$ cat src/rtl/irq_vector_ctrl.sv
// Interrupt aggregator: edge-latched sources, per-source mask, global enable, registered level irq, byte-wide register window.
// Latency: src edge -> irq 2 clk, ACK write -> irq drop 1 clk after the write; reads are side-effect free.
// Optional macro IRQ_LEVEL_MODE_EN adds the LEVEL register (offset E) making sources 0..7 level-sensitive.
module irq_vector_ctrl #(
    parameter int          NUM_SRC   = 8,
    parameter logic [15:0] BASE_ADDR = 16'hDF00
) (
    input  logic               clk,
    input  logic               reset,
    input  logic [NUM_SRC-1:0] src,
    input  logic [15:0]        address,
    input  logic [7:0]         data_i,
    input  logic               write,
    input  logic               ready,
    output logic               sel,
    output logic [7:0]         data_o,
    output logic               irq
);

    logic [NUM_SRC-1:0] src_q;
    logic [NUM_SRC-1:0] pend_q;
    logic [NUM_SRC-1:0] mask_q;
    logic [NUM_SRC-1:0] lvl_sel;
    logic [NUM_SRC-1:0] pend_eff;
    logic [NUM_SRC-1:0] act;
    logic [NUM_SRC-1:0] pend_nxt;
    logic [NUM_SRC-1:0] mask_nxt;
    logic [NUM_SRC-1:0] ack_clr;
    logic               ctrl_en;
    logic [3:0]         off;
    logic               we;
    logic [4:0]         idx;
    logic               any;

    assign off = address[3:0];
    assign sel = (address[15:4] == BASE_ADDR[15:4]);
    assign we  = sel & write & ready;

`ifdef IRQ_LEVEL_MODE_EN
    logic [7:0] level_q;

    always_comb begin
        lvl_sel = '0;
        for (int i = 0; i < NUM_SRC; i++) begin
            if (i < 8) lvl_sel[i] = level_q[i % 8];
        end
    end
`else
    assign lvl_sel = '0;
`endif

    // Level-sensitive bits track src directly; edge bits come from the latch.
    assign pend_eff = (pend_q & ~lvl_sel) | (src & lvl_sel);
    assign act      = pend_eff & mask_q;

    always_comb begin
        mask_nxt = mask_q;
        ack_clr  = '0;
        for (int i = 0; i < NUM_SRC; i++) begin
            if (we && off == 4'(4 + i / 8)) mask_nxt[i] = data_i[i % 8];
            if (we && off == 4'(8 + i / 8)) ack_clr[i]  = data_i[i % 8];
        end
        // New edge beats a simultaneous ACK.
        pend_nxt = ((pend_q & ~ack_clr) | (src & ~src_q)) & ~lvl_sel;
    end

    always_comb begin
        idx = 5'd0;
        any = |act;
        for (int i = NUM_SRC - 1; i >= 0; i--) begin
            if (act[i]) idx = 5'(i);
        end
    end

    always_comb begin
        data_o = 8'h00;
        for (int i = 0; i < NUM_SRC; i++) begin
            if (off == 4'(i / 8))     data_o[i % 8] = pend_eff[i];
            if (off == 4'(4 + i / 8)) data_o[i % 8] = mask_q[i];
        end
        case (off)
            4'hC:    data_o = {any, 2'b00, idx};
            4'hD:    data_o = {7'b0, ctrl_en};
`ifdef IRQ_LEVEL_MODE_EN
            4'hE:    data_o = level_q;
`endif
            default: ;
        endcase
    end

    always_ff @(posedge clk) begin
        src_q <= src;
        if (!reset) begin
            pend_q  <= '0;
            mask_q  <= '0;
            ctrl_en <= 1'b0;
            irq     <= 1'b0;
`ifdef IRQ_LEVEL_MODE_EN
            level_q <= 8'h00;
`endif
        end else begin
            pend_q <= pend_nxt;
            mask_q <= mask_nxt;
            irq    <= ctrl_en & (|act);
            if (we && off == 4'hD) ctrl_en <= data_i[0];
`ifdef IRQ_LEVEL_MODE_EN
            if (we && off == 4'hE) level_q <= data_i;
`endif
        end
    end

endmodule
$ cat config.mk
export PLATFORM = sky130hd
export DESIGN_NAME = irq_vector_ctrl
export DESIGN_NICKNAME = d
export VERILOG_FILES = /design/src/rtl/irq_vector_ctrl.sv
export SDC_FILE = /design/constraint.sdc
export NUM_CORES = 1
export LEC_CHECK = 0
export ABC_AREA = 1
export CORE_MARGIN = 5
export CORE_UTILIZATION = 25
export CTS_CLUSTER_SIZE = 20
export DETAILED_ROUTE_END_ITERATION = 16
export PLACE_DENSITY = 0.54
export SYNTH_ARGS = -nofsm -noshare
export SYNTH_HDL_FRONTEND = slang
export SYNTH_SLANG_ARGS = --single-unit
$ cat constraint.sdc
create_clock -name clk -period 1.9 [get_ports clk]
set_input_delay 0.475 -clock clk [delete_from_list [all_inputs] [get_ports clk]]
set_output_delay 0.475 -clock clk [all_outputs]
set_load 0.02 [all_outputs]
==> flow_metrics.env <==
export IMPL_floorplan_die_height_um=82.6
export IMPL_fin_cells=347
export IMPL_route_detailed_wl_per_inst_um=11.1
export IMPL_clock_transition_at_path_regs_ns=0.08
export IMPL_worst_path_largest_cell_delay_ns=0.16
export IMPL_cts_tree="yes"
export IMPL_antenna_violations_before_repair=0
export IMPL_cts_max_path_buffers=2
export IMPL_antenna_left=0
export IMPL_worst_r2r_path_depth=5
export IMPL_insertion_delay_ns=0.27
export IMPL_r2r_setup_slack_ns=0.77
export IMPL_final_period_minus_worst_setup_slack_ns=1.86
export IMPL_finalClockSkew_ns=0.00105
export IMPL_finalHoldWorstSlack_ns=0.480
export IMPL_cp_data_required_time_ns=1.42
export IMPL_cp_start_kind="input port"
export IMPL_flow_area_growth_from_synthesis_pct=64.5
export IMPL_final_critical_path_setup_slack_ns=0.0435
export IMPL_die_x_um=82.6
export IMPL_tightestPinTransition_ns=0.279
export IMPL_worstHoldEndpoint="pend_eff[6]"
export IMPL_cts_sinks=26
export IMPL_first_global_vias=1440
export IMPL_synth_seq_area_share_pct=39.5
export IMPL_synth_seq_cells=26
export IMPL_antennaDiodeCount=0
export IMPL_floorplan_die_area_um2=6820
export IMPL_netlist_top_cell_by_area="dfxtp_1"
export IMPL_globalplace_congestion=0.753
export IMPL_reg_to_reg_startpoint="pend_eff[4]"
export IMPL_layout_common_cells="nand2_1 (53), buf_4 (44), inv_1 (33), dfxtp_1 (25), clkdlybuf4s50_1 (22)"
export IMPL_mappedNetlistNets=229
export IMPL_synth_yosys_warnings=0
export IMPL_dp_hpwl_um=3040
export IMPL_place_area_um2=2070
export IMPL_avgSynthCellArea_um2=6.83
export IMPL_final_cell_area_um2=2170
export IMPL_r2r_end="irq"
export IMPL_i_o_pin_total=46
export IMPL_report_final_slew_viol_count=0
export IMPL_drtPass1Iterations=4
export IMPL_critical_path_slowest_cell="buf_4"
export IMPL_timing_max_cap_violations=0
export IMPL_fmax_mhz=539
export IMPL_htree_levels=1
export IMPL_synth_edff_count=0
export IMPL_outcome="complete, no violations"
export IMPL_drive_above_1_share_pct=27.8
export IMPL_met3RoutedLength_um=301
export IMPL_critical_path_most_common_cell="buf_4"
export IMPL_timing_hold_worst_class="reg -> reg"
export IMPL_coreArea_um2=5110
export IMPL_global_route_usage_total_pct=12.0
export IMPL_crit_chain="buf_8 > nor2_4 > buf_4 > nand3_4 > o22ai_1 > o21bai_1 > buf_4"
export IMPL_route_detailed_vias_per_inst=4.25
export IMPL_layout_commonest_cell="nand2_1"
export IMPL_detail_route_wirelength_met1_um=1780
export IMPL_layout_nets=315
export IMPL_grt_setup_unrepaired="yes"
export IMPL_syn_cell_area_um2=1320
export IMPL_met2WireLength_um=1740
export IMPL_final_hold_viol_count=0
export IMPL_cells_after_synth=193
export IMPL_max_slew_margin_rel_pct=81.3
export IMPL_worst_setup_path_end_kind="primary output"
export IMPL_ys_dominant_reg_cell="dfxtp_1"
export IMPL_numPlacedInstances=338
export IMPL_globalRouteOverflowTotal=0
export IMPL_static_leakage_power_nw=1.04
export IMPL_total_buffers_and_inverters_traversed_by_the_critical_path=3
export IMPL_hp_start="src_q[6]"
export IMPL_top_layer_used="met4"
export IMPL_cts_buffers=3
export IMPL_post_cts_hold_fix_bufs=0
export IMPL_vias=1476
export IMPL_row_count=26
export IMPL_finalPower_mw=1.08
export IMPL_synth_lib_cells_used_distinct=25
export IMPL_clock_root_buffer="clkbuf_8"
export IMPL_largest_net_degree_at_the_start_of_global_routing=17
export IMPL_critPathTopFamily="buffers and inverters"
export IMPL_worst_setup_path_type="in -> out"
export IMPL_ys_top_cells_by_area="dfxtp_1 (40%), nand2_1 (16%), inv_1 (10%)"
export IMPL_port_buffers=45
export IMPL_worst_hold_path_num_cells=3
export IMPL_critical_path_peak_fanout=5
export IMPL_finalSetupViolCount=0
export IMPL_synth_async_sr_flop_share_pct=0
export IMPL_power_density_nw_per_um2=496
export IMPL_fin_crit_sh_pct=97.7
export IMPL_dp_slack_ns=-0.929
export IMPL_route_final_wire_length_um=3860
export IMPL_initialDrtViolationCount=38
export IMPL_fin_tns_setup_ns=0
export IMPL_timing_critical_path_arrival_ns=1.38
export IMPL_start_util_pct=25.8
export IMPL_drc=0
export IMPL_postLayoutCoreUtil_pct=42.4
export IMPL_worst_ir_drop_vdd_mv=0.187
export IMPL_synth_top_area_share_pct=39.5
export IMPL_grt_pass1_wl_um=6290
-- final cells by class --
class,instances,area [µm²]
fillers,549,2940
multi-input cells,127,684
repair buffers,82,684
flip-flops and latches,26,522
inverters,39,148
well taps,70,87.6
clock buffers,3,41.3
-- worst min-delay path: stages, from the launching register on --
cell and delay [ns]:
dfxtp_1 0.31, inv_1 0.04, nand2_1 0.04, a21oi_1 0.05
-- layer usage --
| layer | global-route usage, % | up-vias |
|---|---|---|
| li1 | - | 784 |
| met1 | 14.5 | 648 |
| met2 | 21.0 | 39 |
| met3 | 3.04 | 5 |
| met4 | 3.43 | 0 |
| met5 | 0 | - |
-- state kept, by name, summed over array words and instances, names as in the netlist --
name and count:
src_q 8, irq 1, mask_q 8, pend_eff 8, ctrl_en 1
-- worst max path at each step --
stage	startpoint	end	slack [ns]	cells past startpoint
final	address[1]	data_o[7]	0.04	7
after detailed placement	address[1]	data_o[2]	-0.93	9
after CTS	address[0]	data_o[2]	-0.02	9
after floorplan	address[13]	sel	0.12	3
after global routing	address[1]	data_o[2]	-0.02	6
after global placement	address[1]	data_o[2]	-0.93	9
-- cells in the mapped netlist, types with 2 or more instances --
cell and n:
a21oi_1 10, clkinv_1 2, dfxtp_1 26, inv_1 35, nand2_1 55, nand2_2 2
nand3_1 4, nand4_1 13, nor2_1 20, nor2_2 3, nor3_1 3, o221ai_1 2
o22ai_1 6
-- kinds of logic after synthesis --
family | after synthesis | share of synthesized area [%]
buf+inv | 41 | 13.1
simple gates | 105 | 38.1
flops | 26 | 39.5
compound gates | 21 | 9.31
-- where the power goes --
group          switching (mW)  internal, mW
logic                  0.0819         0.114
clock network           0.163         0.142
registers             0.00936         0.565
-- what timing repair did --
item	4_1_cts	5_1_grt
resized for setup	74	15
gates cloned	1	0
endpoints found under the setup margin	9	7
buffers inserted	5	0
pin swaps	10	7
(Power assumes the default switching activity.)
